`config.mk`:
```
export PLATFORM = sky130hd
export DESIGN_NAME = dds_rom_ctrl
export DESIGN_NICKNAME = d
export VERILOG_FILES = /design/src/rtl/dds_pkg.sv /design/src/rtl/dds_amp_scale.sv /design/src/rtl/dds_rom_ctrl.sv
export SDC_FILE = /design/constraint.sdc
export NUM_CORES = 1
export LEC_CHECK = 0
export ABC_AREA = 1
export BUFFER_PORTS_ARGS = -buffer_cell sky130_fd_sc_hd__buf_2
export CAP_MARGIN = 5
export CELL_PAD_IN_SITES_DETAIL_PLACEMENT = 0
export CELL_PAD_IN_SITES_GLOBAL_PLACEMENT = 2
export CORE_ASPECT_RATIO = 0.7
export CORE_MARGIN = 3
export CORE_UTILIZATION = 38
export DETAILED_ROUTE_END_ITERATION = 7
export PLACE_DENSITY = 0.85
export SETUP_SLACK_MARGIN = 0.4
export SLEW_MARGIN = 20
export SYNTH_ARGS = -nofsm -noshare
export SYNTH_HDL_FRONTEND = slang
export SYNTH_SLANG_ARGS = --single-unit
```
`constraint.sdc`:
```
create_clock -name clk -period 13.8 [get_ports clk]
set_input_delay 0.69 -clock clk [delete_from_list [all_inputs] [get_ports clk]]
set_output_delay 0.69 -clock clk [all_outputs]
set_load 0.005 [all_outputs]
```
`src/rtl/dds_pkg.sv`:
```
// dds_pkg: shared encodings for the DDS ROM sequencer.
// Holds wave select codes, FSM states and the config bundle width helper.
package dds_pkg;

    localparam int WAVE_W = 2;

    localparam logic [WAVE_W-1:0] WAVE_SINE   = 2'd0;
    localparam logic [WAVE_W-1:0] WAVE_SQUARE = 2'd1;
    localparam logic [WAVE_W-1:0] WAVE_TRI    = 2'd2;
    localparam logic [WAVE_W-1:0] WAVE_SAW    = 2'd3;

    typedef enum logic [1:0] {
        S_IDLE  = 2'd0,
        S_RUN   = 2'd1,
        S_DRAIN = 2'd2
    } state_t;

    // Packed config bundle: {ftw, phase, wave_sel, amp}
    function automatic int cfg_width(int acc_w, int addr_w, int data_w);
        return acc_w + addr_w + WAVE_W + data_w;
    endfunction

endpackage

```
`src/rtl/dds_amp_scale.sv`:
```
// dds_amp_scale: aligns issue tags with ROM read data and scales the sample.
// Ports: issue_valid/issue_sel/issue_amp tag each ROM address; rd_data is
// the selected ROM output; sel is the tag aligned to rd_data (external mux);
// dac_data/dac_valid are the registered scaled sample and its strobe.
module dds_amp_scale
    import dds_pkg::*;
#(
    parameter int DATA_WIDTH  = 8,
    parameter int ROM_LATENCY = 1,
    parameter logic [DATA_WIDTH-1:0] MIDSCALE = DATA_WIDTH'(1 << (DATA_WIDTH - 1))
) (
    input  logic                  clk,
    input  logic                  rst,
    input  logic                  issue_valid,
    input  logic [WAVE_W-1:0]     issue_sel,
    input  logic [DATA_WIDTH-1:0] issue_amp,
    input  logic [DATA_WIDTH-1:0] rd_data,
    output logic [WAVE_W-1:0]     sel,
    output logic [DATA_WIDTH-1:0] dac_data,
    output logic                  dac_valid
);

    localparam int PW = 2 * DATA_WIDTH + 1;

    logic                  v_pipe   [ROM_LATENCY];
    logic [WAVE_W-1:0]     sel_pipe [ROM_LATENCY];
    logic [DATA_WIDTH-1:0] amp_pipe [ROM_LATENCY];
    logic [PW-1:0]         prod;

    // amp+1 makes all-ones an exact unity gain after the shift
    assign prod = PW'(rd_data) * (PW'(amp_pipe[ROM_LATENCY-1]) + PW'(1));
    assign sel  = sel_pipe[ROM_LATENCY-1];

    always_ff @(posedge clk) begin
        if (rst) begin
            for (int i = 0; i < ROM_LATENCY; i++) begin
                v_pipe[i]   <= 1'b0;
                sel_pipe[i] <= WAVE_SINE;
                amp_pipe[i] <= '0;
            end
            dac_data  <= MIDSCALE;
            dac_valid <= 1'b0;
        end else begin
            v_pipe[0]   <= issue_valid;
            sel_pipe[0] <= issue_sel;
            amp_pipe[0] <= issue_amp;
            for (int i = 1; i < ROM_LATENCY; i++) begin
                v_pipe[i]   <= v_pipe[i-1];
                sel_pipe[i] <= sel_pipe[i-1];
                amp_pipe[i] <= amp_pipe[i-1];
            end
            dac_valid <= v_pipe[ROM_LATENCY-1];
            if (v_pipe[ROM_LATENCY-1]) begin
                dac_data <= DATA_WIDTH'(prod >> DATA_WIDTH);
            end
        end
    end

endmodule

```
`src/rtl/dds_rom_ctrl.sv`:
```
// dds_rom_ctrl: phase-accumulator sequencer for the waveform ROMs feeding the DAC.
// Ports: run level enables generation; cfg_* is a valid/ready config channel;
// rom_addr/rom_sel/rom_rd_data talk to the ROMs; dac_data/dac_valid carry
// scaled samples; wrap pulses on accumulator carry; busy is high out of IDLE.
module dds_rom_ctrl
    import dds_pkg::*;
#(
    parameter int ACC_WIDTH   = 32,
    parameter int ADDR_WIDTH  = 10,
    parameter int DATA_WIDTH  = 8,
    parameter int ROM_LATENCY = 1,
    parameter logic [DATA_WIDTH-1:0] MIDSCALE = DATA_WIDTH'(1 << (DATA_WIDTH - 1))
) (
    input  logic                  clk,
    input  logic                  rst,
    input  logic                  run,
    input  logic                  cfg_valid,
    output logic                  cfg_ready,
    input  logic [ACC_WIDTH-1:0]  cfg_ftw,
    input  logic [ADDR_WIDTH-1:0] cfg_phase,
    input  logic [1:0]            cfg_wave_sel,
    input  logic [DATA_WIDTH-1:0] cfg_amp,
    output logic [ADDR_WIDTH-1:0] rom_addr,
    output logic [1:0]            rom_sel,
    input  logic [DATA_WIDTH-1:0] rom_rd_data,
    output logic [DATA_WIDTH-1:0] dac_data,
    output logic                  dac_valid,
    output logic                  wrap,
    output logic                  busy
);

    localparam int CW = cfg_width(ACC_WIDTH, ADDR_WIDTH, DATA_WIDTH);

    state_t state;

    logic [ACC_WIDTH-1:0]  acc;
    logic [ACC_WIDTH-1:0]  ftw_a;
    logic [ADDR_WIDTH-1:0] phase_a;
    logic [1:0]            wave_a;
    logic [DATA_WIDTH-1:0] amp_a;

    logic [CW-1:0]         shadow;
    logic                  pending;
    logic [1:0]            drain_cnt;

    logic                  iss_valid;
    logic [1:0]            iss_sel;
    logic [DATA_WIDTH-1:0] iss_amp;

    logic [CW-1:0]         cfg_in;
    logic [ACC_WIDTH-1:0]  ftw_s;
    logic [ADDR_WIDTH-1:0] phase_s;
    logic [1:0]            wave_s;
    logic [DATA_WIDTH-1:0] amp_s;

    logic [ACC_WIDTH-1:0]  acc_sum;
    logic                  carry;
    logic                  xfer;
    logic                  apply;
    logic [ADDR_WIDTH-1:0] run_phase;
    logic [1:0]            run_wave;
    logic [DATA_WIDTH-1:0] run_amp;

    assign cfg_in = {cfg_ftw, cfg_phase, cfg_wave_sel, cfg_amp};
    assign {ftw_s, phase_s, wave_s, amp_s} = shadow;

    assign cfg_ready = (state == S_RUN) ? !pending : 1'b1;
    assign busy      = (state != S_IDLE);
    assign xfer      = cfg_valid && cfg_ready;

    assign {carry, acc_sum} = {1'b0, acc} + {1'b0, ftw_a};

    // On a wrap with a pending config, the post-wrap sample already uses
    // the new phase/wave/amp; the new ftw drives the following steps.
    assign apply     = carry && pending;
    assign run_phase = apply ? phase_s : phase_a;
    assign run_wave  = apply ? wave_s : wave_a;
    assign run_amp   = apply ? amp_s : amp_a;

    always_ff @(posedge clk) begin
        if (rst) begin
            state     <= S_IDLE;
            acc       <= '0;
            ftw_a     <= '0;
            phase_a   <= '0;
            wave_a    <= WAVE_SINE;
            amp_a     <= '0;
            shadow    <= '0;
            pending   <= 1'b0;
            drain_cnt <= '0;
            rom_addr  <= '0;
            wrap      <= 1'b0;
            iss_valid <= 1'b0;
            iss_sel   <= WAVE_SINE;
            iss_amp   <= '0;
        end else begin
            wrap      <= 1'b0;
            iss_valid <= 1'b0;
            unique case (state)
                S_IDLE: begin
                    if (xfer) begin
                        {ftw_a, phase_a, wave_a, amp_a} <= cfg_in;
                    end
                    if (run) begin
                        // acc is zero here, so the first address is the phase
                        state     <= S_RUN;
                        iss_valid <= 1'b1;
                        rom_addr  <= xfer ? cfg_phase : phase_a;
                        iss_sel   <= xfer ? cfg_wave_sel : wave_a;
                        iss_amp   <= xfer ? cfg_amp : amp_a;
                    end
                end
                S_RUN: begin
                    if (!run) begin
                        state     <= S_DRAIN;
                        drain_cnt <= '0;
                    end else begin
                        acc       <= acc_sum;
                        wrap      <= carry;
                        iss_valid <= 1'b1;
                        rom_addr  <= acc_sum[ACC_WIDTH-1 -: ADDR_WIDTH] + run_phase;
                        iss_sel   <= run_wave;
                        iss_amp   <= run_amp;
                        if (apply) begin
                            {ftw_a, phase_a, wave_a, amp_a} <= shadow;
                            pending <= 1'b0;
                        end
                    end
                    // xfer implies !pending, so it never collides with apply
                    if (xfer) begin
                        shadow  <= cfg_in;
                        pending <= 1'b1;
                    end
                end
                S_DRAIN: begin
                    if (drain_cnt == 2'(ROM_LATENCY)) begin
                        state <= S_IDLE;
                        acc   <= '0;
                        if (pending) begin
                            {ftw_a, phase_a, wave_a, amp_a} <= shadow;
                            pending <= 1'b0;
                        end
                    end else begin
                        drain_cnt <= drain_cnt + 2'd1;
                    end
                    // a direct load here is newer than any held shadow
                    if (xfer) begin
                        {ftw_a, phase_a, wave_a, amp_a} <= cfg_in;
                        pending <= 1'b0;
                    end
                end
                default: begin
                    state <= S_IDLE;
                end
            endcase
        end
    end

    dds_amp_scale #(
        .DATA_WIDTH  (DATA_WIDTH),
        .ROM_LATENCY (ROM_LATENCY),
        .MIDSCALE    (MIDSCALE)
    ) u_scale (
        .clk         (clk),
        .rst         (rst),
        .issue_valid (iss_valid),
        .issue_sel   (iss_sel),
        .issue_amp   (iss_amp),
        .rd_data     (rom_rd_data),
        .sel         (rom_sel),
        .dac_data    (dac_data),
        .dac_valid   (dac_valid)
    );

endmodule

```
Yosys cells after proc, flatten, opt, wreduce, memory -nomap -nowiden
Memories as Yosys holds them, arrays and structs flattened.
Cells that the tools add are included.
- flip-flop bits (word level): 172
- latch bits: 0
- bits in writable memories: 11
- memory bits (read-only): 0
- input port bits: 64
- output and inout port bits: 24
- logic and storage cells: 125
- memories: 3
- memory list (name ; words ; bits a word ; rd ports ; clocked after memory_dff ; wr ports ; RTL line ; RTL):
    u_scale.amp_pipe ; 1 ; 8 ; 1 ; 0 ; 1 ; dds_amp_scale.sv:27 ; logic [DATA_WIDTH-1:0] amp_pipe [ROM_LATENCY];
    u_scale.sel_pipe ; 1 ; 2 ; 1 ; 0 ; 1 ; dds_amp_scale.sv:26 ; logic [WAVE_W-1:0] sel_pipe [ROM_LATENCY];
    u_scale.v_pipe ; 1 ; 1 ; 1 ; 0 ; 1 ; dds_amp_scale.sv:25 ; logic v_pipe [ROM_LATENCY];
- add/sub/neg operators: 4
- $mul: 1
- div/mod/pow operators: 0
- $lt $le $gt $ge: 0
- eq/ne operators: 14
- shifts and indexed selects: 0
- multiplexer cells: 62
- bitwise logic cells: 3
- reduce and logical (&&, ||, !) cells: 22
- operators with widths (operator ; number):
    2-to-1 mux 32 bit ; 8
    one-hot mux 32 bit (3 select lines) ; 1
    2-to-1 mux 10 bit ; 8
    2-to-1 mux 8 bit ; 8
    one-hot mux 32 bit (2 select lines) ; 1
    adder 32 x 32 -> 33 bit ; 1
    one-hot mux 10 bit (3 select lines) ; 1
    2-to-1 mux 2 bit ; 13
    one-hot mux 8 bit (3 select lines) ; 1
    one-hot mux 10 bit (2 select lines) ; 1
    multiplier 8 x 17 -> 16 bit ; 1
    one-hot mux 8 bit (2 select lines) ; 1
    2-to-1 mux 1 bit ; 14
    inequality test 2 bit, second input constant ; 7
    inequality test 3 bit, second input constant ; 4
    one-hot mux 2 bit (3 select lines) ; 2
    AND reduction 3 bit ; 4
    adder 10 bit ; 1
    adder 8 x 1 -> 9 bit, second input constant ; 1
    one-hot mux 2 bit (2 select lines) ; 2
    AND reduction 4 bit ; 2
    OR reduction 8 bit ; 1
    AND reduction 6 bit ; 1
    nonzero test 2 bit ; 3
    other kinds (13) ; 19

Longest topological paths before layout
Gate-level depths: netlist of the first run.
- depth after elaboration: 6
- gate-level depth with buffers: 31
- depth with buffers taken out: 30

By module
Synthesis of the first run repeated with hierarchy kept, for this count alone.
- cells, all modules: 1868
- area total of the unflattened synthesis: 12728.5 um^2
- by module, submodules not included (module ; times used ; cells an instance ; area each (um^2) ; seq. area each (um^2)):
    dds_rom_ctrl ; 1 ; 1453 ; 9699.3 ; 3263.1
    dds_amp_scale ; 1 ; 415 ; 3029.2 ; 400.4

Worst setup path after synthesis of the first run
No wires, ideal clock.
- kind: register -> register
- from: mem u_scale.amp_pipe[0][0]
- to: reg u_scale.dac_data[7]
- arrival: 4664 ps
- data required time: 13680 ps
- path slack: 9016 ps
- cell stages (with the launch flop): 25
- path buffers: 0
- cell sequence: dfxtp_1 > ha_1 > nand2_1 > inv_1 > nand2_1 > xor2_1 > or2_2 > fa_1 > fa_1 > inv_1 > fa_1 > inv_1 > fa_1 > inv_1 > ha_1 > nand2_1 > inv_1 > a221oi_1 > o21ai_1 > nand2_1 > nand2_1 > nand2_1 > nand2_1 > o21ai_0 > o21ai_1
- longest elaborated chain between the ends: 3
- ends and longest elaborated chain (item ; RTL line ; RTL):
    start, declared ; dds_amp_scale.sv:27 ;
    memory (1 x 8 bit) ; - ;
    adder 8 x 1 -> 9 bit ; dds_amp_scale.sv:31 ; assign prod = PW'(rd_data) * (PW'(amp_pipe[ROM_LATENCY-1]) + PW'(1));
    multiplier 8 x 17 -> 16 bit ; dds_amp_scale.sv:31 ;
    end signal, assigned ; dds_amp_scale.sv:54 ; dac_data <= DATA_WIDTH'(prod >> DATA_WIDTH);
    end, declared ; dds_amp_scale.sv:19 ; output logic [DATA_WIDTH-1:0] dac_data,
No other way between the ends.
A chain may end at the register's enable or synchronous reset.

Worst setup path after layout of the first run
Same ends and word-level chain as after synthesis.

==> results.yml, run 1 <==
clocking:
  cts_hold_buf: 0
  clockBufferDepth: 2
  cts.sinks: 183
  clock-root-buffer: "clkbuf_16"
  clk_latency_ns: 0.45
  cts_buffers: 17
  tritoncts: "done"
  htree_num_levels: 4
  cts_resized: 0
  cts_setup_buffers: 0
  path_clk_slew_ns: 0.07
pwr:
  p_per_area_nw_per_um2: 142
  pwr-share-seq_pct: 34.4
  comb_power_share_pct: 40.7
  net-switching-power_mw: 0.807
  vdd_ir_drop_max_mv: 0.0674
  intPower_mw: 1.15
  p_clk_share_pct: 24.9
  leakage_nw: 6.35
  swShare_pct: 41.2
  finalPower_mw: 1.96
critical_path:
  arrival_ns: 5.63
  crit_type: "flip-flop to flip-flop"
  critPathCaptureType: "flip-flop"
  crit_required_ns: 14.13
  worst-r2r-setup-slack_ns: 8.50
  worst_setup_path_start_kind: "flip-flop"
  rr_endpoint: "u_scale.dac_data[7]"
  cp_max_fo: 8
  rr_startpoint: "u_scale.amp_pipe[0][0]"
  reg2reg_depth: 23
yosys:
  synth.distinct_cells: 41
  ys_seq_area_share_pct: 29.4
  synth-seq-cells: 183
  yosys.area_share.simple_pct: 22.0
  yosys.area.top_type: "dfxtp_1"
  synth_top_area_share_pct: 29.4
  synth_xor_xnor_area_share_pct: 1.76
  synth_area_leaders: "dfxtp_1 (29%), nand2_1 (9.7%), ha_1 (7.9%)"
  synth_compound_area_share_pct: 21.7
  syn_area_um2: 12400
  synth_adder_area_share_pct: 14.7
  syn_inst: 1812
  syn_avg_cell_area_um2: 6.87
  syn-num-nets: 1997
  synth_mux_area_share_pct: 0
  synth_top_family_by_area: "simple AND/OR/NAND/NOR gates"
  yosys_warnings: 0
status:
  status: "finished, final reports clean"
timing:
  drv_slew: 0
  rsz0062_at_grt: "no"
  timing.fmax_mhz: 189
  finalHoldViolCount: 0
  tightestPinTransition_ns: 0.948
  fin_crit_ns: 5.30
  setup_viol: 0
  clock_skew_ns: 0.0172
  fin_crit_sh_pct: 38.4
  fin_setup_tns_ns: 0
  slew-limit-headroom_pct: 36.6
  layout_setup_ws_ns: 8.50
grt:
  grt_pass1_vias: 10800
  grt_max_degree: 80
  grt_pass1_wl_mm: 58.6
  grt_antenna_before_repair: 0
  grt_overflow: 0
  grt.total_usage_pct: 20.8
drt:
  vias: 11600
  drt-wirelength-per-cell_um: 15.9
  dr.pass1.iters: 5
  drc: 0
  vias_per_cell: 5.07
  routed_wl_mm: 36.4
  ant_nets: 0
  drtIter0Drc: 871
min_path:
  holdPathStages: 2
  min_to: "u_scale.v_pipe[0]"
  hp-start: "iss_valid"
  hold_class: "flip-flop to flip-flop"
finish:
  layout-drive-gt1-share_pct: 9.81
  finalInstanceArea_um2: 13800
  post-route-util_pct: 43.4
  num_antenna_cells: 0
  nets: 2037
  area_delta_synth_final_pct: 10.6
die:
  core_region_area_um2: 31700
  io_pins: 88
  die_w_um: 222
  fp.dieH_um: 157
  rows: 54
  fp.dieArea_um2: 35000
  initial_core_util_pct: 39.3
placed_design:
  io_buffers: 87
  place_congestion: 0.897
  place_ws_ns: 8.47
  post-dp-hpwl_mm: 25.8
  placed_area_um2: 13200
job:
  cap_violations: 0
==> worst max-delay path, stage by stage (launching register included) <==
cell and delay [ns]:
dfxtp_1 0.48, ha_1 0.22, nand2_1 0.05, inv_1 0.08
nand4_1 0.13, xor2_1 0.52, nor2_1 0.13, fa_1 0.54
fa_1 0.45, fa_1 0.55, inv_1 0.05, fa_1 0.52
inv_1 0.04, ha_1 0.34, nand2_1 0.08, inv_1 0.05
a221oi_1 0.24, o21ai_1 0.19, nand2_1 0.10, nand2_1 0.07
nand2_1 0.10, nand2_1 0.05, o21ai_0 0.14, o21ai_1 0.07
==> through the flow <==
| step | std cells | hold slack [ns] |
|---|---|---|
| global placement | 2253 | 0.393 |
| detailed placement | 2253 | 0.399 |
| finish | 2285 | 0.407 |
| global route | 2285 | 0.433 |
| floorplan | 1812 | 0.388 |
| CTS | 2285 | 0.408 |
==> synthesized netlist by cell type (all sizes together) <==
library cell / instances
clkbuf: 63
fa: 42
dfxtp: 183
inv: 255
nand4: 5
and3: 1
nand2: 328
o311ai: 1
or2: 12
a21oi: 205
nand3b: 2
a211oi: 49
a31oi: 7
nor3: 43
o221ai: 1
nor2: 225
a221oi: 3
a21boi: 15
xor2: 18
o211ai: 3
xnor2: 7
ha: 79
o21ai: 179
a21o: 5
nand3: 50
o21bai: 11
buf: 17
nor3b: 3
==> state kept, by name (all words and copies together) (netlist names), 2 cells and up <==
register	flops
acc	32
amp_a	8
drain_cnt	2
ftw_a	32
iss_amp	8
iss_sel	2
phase_a	10
rom_addr	10
shadow	52
state	2
u_scale.amp_pipe	8
u_scale.dac_data	8
u_scale.sel_pipe	2
wave_a	2
==> per-layer routing <==
layer | global-route usage, % | wire length (µm) | up-vias
li1 | - | - | 5975
met1 | 32.7 | 19900 | 5374
met2 | 29.9 | 14500 | 230
met3 | 2.96 | 1660 | 16
met4 | 4.35 | 245 | 0
met5 | 0 | 0 | -
==> power groups by stage <==
stage          Sequential [mW]  Clock (mW)  Combinational [mW]
2_1_floorplan            0.669           0               0.591
3_3_place_gp             0.684           0               0.792
3_5_place_dp             0.685           0               0.796
4_1_cts                  0.674       0.500               0.801
5_1_grt                  0.685       0.522               0.919
6_report                 0.674       0.487               0.798
==> cells in the final DEF, fill, tap and decap left out, types with 11 or more instances in the layout <==
| cell | Yosys | routed |
|---|---|---|
| ha_1 | 79 | 79 |
| buf_4 | 3 | 15 |
| or2_2 | 11 | 11 |
| xor2_1 | 18 | 18 |
| o21ai_0 | 133 | 133 |
| dfxtp_1 | 183 | 183 |
| fa_1 | 42 | 42 |
| a21oi_2 | 17 | 17 |
| a21oi_1 | 188 | 188 |
| nand3_1 | 50 | 50 |
| nor3_1 | 42 | 42 |
| inv_1 | 249 | 248 |
| clkbuf_16 | 0 | 17 |
| buf_2 | 7 | 86 |
| nand2_1 | 320 | 319 |
| a21boi_0 | 15 | 15 |
| nor2_1 | 223 | 221 |
| o21ai_1 | 46 | 46 |
| o21bai_1 | 11 | 11 |
| a211oi_1 | 49 | 49 |
==> cell type report <==
cell class / instances / area [µm²]
Clock buffer: 21 / 470
Fill cell: 3364 / 17900
Inverter: 255 / 957
Clock inverter: 11 / 98.8
Tap cell: 420 / 526
Timing Repair Buffer: 101 / 543
Multi-Input combinational cell: 1294 / 7510
Sequential cell: 183 / 3660
==> kinds of logic (layout without fill, tap and decap cells) <==
| kind of cell | Yosys count | count (layout) |
|---|---|---|
| flops | 183 | 183 |
| xor+xnor | 25 | 25 |
| fa+ha+maj | 121 | 121 |
| buf+inv | 335 | 388 |
| compound gates | 479 | 479 |
| simple gates | 669 | 669 |
==> worst max path at each step <==
stage,endpoint,startpoint,slack [ns],cells after the start
floorplan,u_scale.dac_data[7],u_scale.amp_pipe[0][0],9.02,24
global placement,u_scale.dac_data[7],u_scale.amp_pipe[0][0],8.66,24
detailed placement,u_scale.dac_data[7],u_scale.amp_pipe[0][0],8.47,23
CTS,u_scale.dac_data[7],u_scale.amp_pipe[0][0],8.47,23
global route,u_scale.dac_data[7],u_scale.amp_pipe[0][0],8.11,23
finish,u_scale.dac_data[7],u_scale.amp_pipe[0][0],8.50,23
Note: power is estimated with default switching activity, not from simulation.
==> run 2, diff against run 1 <==
ABC_AREA = 0   (was 1)
CORE_UTILIZATION = 34   (was 38)
PLACE_DENSITY = 0.76   (was 0.85)
clock period = 4.3 ns   (was 13.8 ns; I/O delays follow)
==> run 2 against run 1 <==
Compared with the run above:
- the run now ends with negative setup slack left
- synthesized area is 1.6% lower
- sequential share of layout area is 3.7 points lower
- via count is 2.8% lower
- die area is 9.7% higher
- global-route usage is 1.2 points lower
- clock-buffer cell count is 2 higher
- critical path depth is 3 lower
- critical endpoint is now u_scale.dac_data[6]
- largest power group unchanged
==> results.yml, run 2 <==
grt:
  grt_overflow: 0
  grt_antenna_before_repair: 1
  grt_pass1_vias: 11200
  grt.total_usage_pct: 19.6
  grt_pass1_wl_mm: 60.1
  grt_max_degree: 69
die:
  io_pins: 88
  fp.dieH_um: 165
  rows: 57
  fp.dieArea_um2: 38400
  die_w_um: 233
  core_region_area_um2: 35100
  initial_core_util_pct: 34.9
timing:
  fin_crit_ns: 4.61
  finalHoldViolCount: 0
  slew-limit-headroom_pct: 38.4
  drv_slew: 0
  setup_viol: 7
  fin_setup_tns_ns: -1.15
  rsz0062_at_grt: "yes"
  clock_skew_ns: 0.0135
  timing.fmax_mhz: 217
  tightestPinTransition_ns: 0.920
  fin_crit_sh_pct: 107
  layout_setup_ws_ns: -0.309
placed_design:
  place_ws_ns: -0.435
  post-dp-hpwl_mm: 25.3
  place_congestion: 0.824
  io_buffers: 87
finish:
  largest-register: "shadow"
  final.fill_count: 3491
  largest_reg_flops: 52
  multi_input_area_um2: 8700
  nets: 1902
  num_antenna_cells: 0
  layout-drive-gt1-share_pct: 25.8
  final_cell_mix: "nand2_1 (185), a21oi_1 (183), dfxtp_1 (176)"
  final_common_cell: "nand2_1"
  post-route-util_pct: 45.6
  reg_top3: "shadow (52), acc (32), ftw_a (32)"
  register_area_um2: 3680
  area_delta_synth_final_pct: 30.7
pwr:
  p_clk_share_pct: 28.7
  finalPower_mw: 5.82
  intPower_mw: 3.81
  p_per_area_nw_per_um2: 363
  net-switching-power_mw: 2.00
  vdd_ir_drop_max_mv: 0.227
  swShare_pct: 34.4
  pwr-share-seq_pct: 34.2
  comb_power_share_pct: 37.1
  leakage_nw: 6.82
critical_path:
  critPathBufInv: 4
  crit_type: "flip-flop to flip-flop"
  worst-r2r-setup-slack_ns: -0.31
  cp_slowest_cell: "fa_1"
  cp_cell_sequence: "ha_4 -> nand3_4 -> nor2_4 -> xnor2_4 -> nor2b_2 -> fa_1 -> fa_1 -> fa_1 -> inv_2 -> fa_1 -> inv_2 -> ha_4 -> buf_4 -> nand3_1 -> o21ai_2 -> a41o_1 -> buf_6 -> o22ai_4 -> xor2_1 -> o22ai_1"
  crit_required_ns: 4.61
  cp_max_fo: 5
  arrival_ns: 4.91
  cpPeakStageDelay_ns: 0.53
  critPathCaptureType: "flip-flop"
  worst_setup_path_start_kind: "flip-flop"
  path_delay_family: "adder cells"
  cpMostUsedCell: "fa_1"
drt:
  dr.pass1.iters: 5
  drc: 0
  routed_wl_mm: 36.6
  ant_nets: 0
  vias_per_cell: 5.12
  drtIter0Drc: 796
  drt-wirelength-per-cell_um: 16.6
  vias: 11300
yosys:
  synth_edf_count: 0
  yosys.cell_count.top_type: "a21oi_1"
  yosys_warnings: 0
  synthArstFlopShare_pct: 0
  yosys.area.top_type: "dfxtp_1"
  syn_inst: 1496
  synth-seq-cells: 183
  synthFlopType: "dfxtp_1"
  syn_avg_cell_area_um2: 8.19
  syn_area_um2: 12300
  synth_area_leaders: "dfxtp_1 (30%), a21oi_1 (8.1%), ha_1 (8.1%)"
  synth.distinct_cells: 72
  ys_seq_area_share_pct: 29.9
  synthTopCellsByCount: "a21oi_1 (198), nand2_1 (187), dfxtp_1 (183)"
  syn-num-nets: 1681
  synth_top_area_share_pct: 29.9
clocking:
  path_clk_slew_ns: 0.07
  clk_latency_ns: 0.45
  cts_buffers: 17
  cts.sinks: 183
  htree_num_levels: 4
  clockBufferDepth: 2
  tritoncts: "done"
  clock-root-buffer: "clkbuf_16"
min_path:
  hold_class: "primary input to flip-flop"
status:
  status: "finished with violations"
  violations: "negative setup slack"
job:
  cap_violations: 0
## run 2: power groups by stage
| stage | combinational, mW | clock (mW) | sequential (mW) |
|---|---|---|---|
| 6_report | 2.16 | 1.67 | 1.99 |
| 3_5_place_dp | 1.96 | 0 | 2.02 |
| 5_1_grt | 2.41 | 1.79 | 2.01 |
| 4_1_cts | 2.07 | 1.73 | 1.99 |
| 2_1_floorplan | 1.32 | 0 | 1.99 |
| 3_3_place_gp | 1.94 | 0 | 2.02 |
## run 2: cell families after synthesis
family / synth area share, %
muxes: 3.04
DFF: 29.9
and+or+nand+nor: 18.4
buffers and inverters: 5.46
adders and majority gates: 14.9
AOI/OAI and AO/OA: 24.6
xor gates and xnor gates: 3.65
## run 2: per-layer routing
layer / share of wire (%) / vias to the layer above / GRT usage (%)
met3: 3.6 / 32 / 3.60
met5: 0.036 / - / 0
li1: - / 5661 / -
met4: 1.4 / 2 / 4.89
met2: 43 / 157 / 30.0
met1: 51 / 5414 / 28.5
## run 2: timing repair
item / CTS / global route
setup endpoints to repair: 12 / 15
setup buffers: 19 / 9
pin swaps: 48 / 53
gates cloned: 0 / 0
hold buffers: 40 / 0
gates resized for setup: 45 / 47
hold endpoints to repair: 40 / 0
## run 2: tightest hold or removal path: stages
cell     delay, ns
buf_2         0.11
nand2_1       0.05
a21oi_1       0.05
## run 2: cell type report
| type | instances | area share, % |
|---|---|---|
| clock inverter | 6 | 0.727 |
| multi-input combinational | 1148 | 54.3 |
| tap | 472 | 3.69 |
| timing repair buffer | 291 | 13.5 |
| sequential | 183 | 23.0 |
| clock buffer | 23 | 2.98 |
| inverter | 76 | 1.80 |
## run 2: final timing paths
| path | start | to | cells after the start |
|---|---|---|---|
| max reg2reg | u_scale.amp_pipe[0][0] | u_scale.dac_data[6] | 20 |
| min | cfg_phase[9] | shadow[19] | 3 |
| min reg2reg | rom_addr[1] | rom_addr[1] | 2 |
| max | u_scale.amp_pipe[0][0] | u_scale.dac_data[6] | 20 |
## run 2: per-stage QoR
stage	cells	cell area, µm²	hold WS (ns)
final	2199	16000	0.0276
after global routing	2199	16000	0.0225
after CTS	2190	15700	0.000299
after detailed placement	2102	14300	0.427
after global placement	2102	14300	0.420
after floorplan	1496	12600	0.351
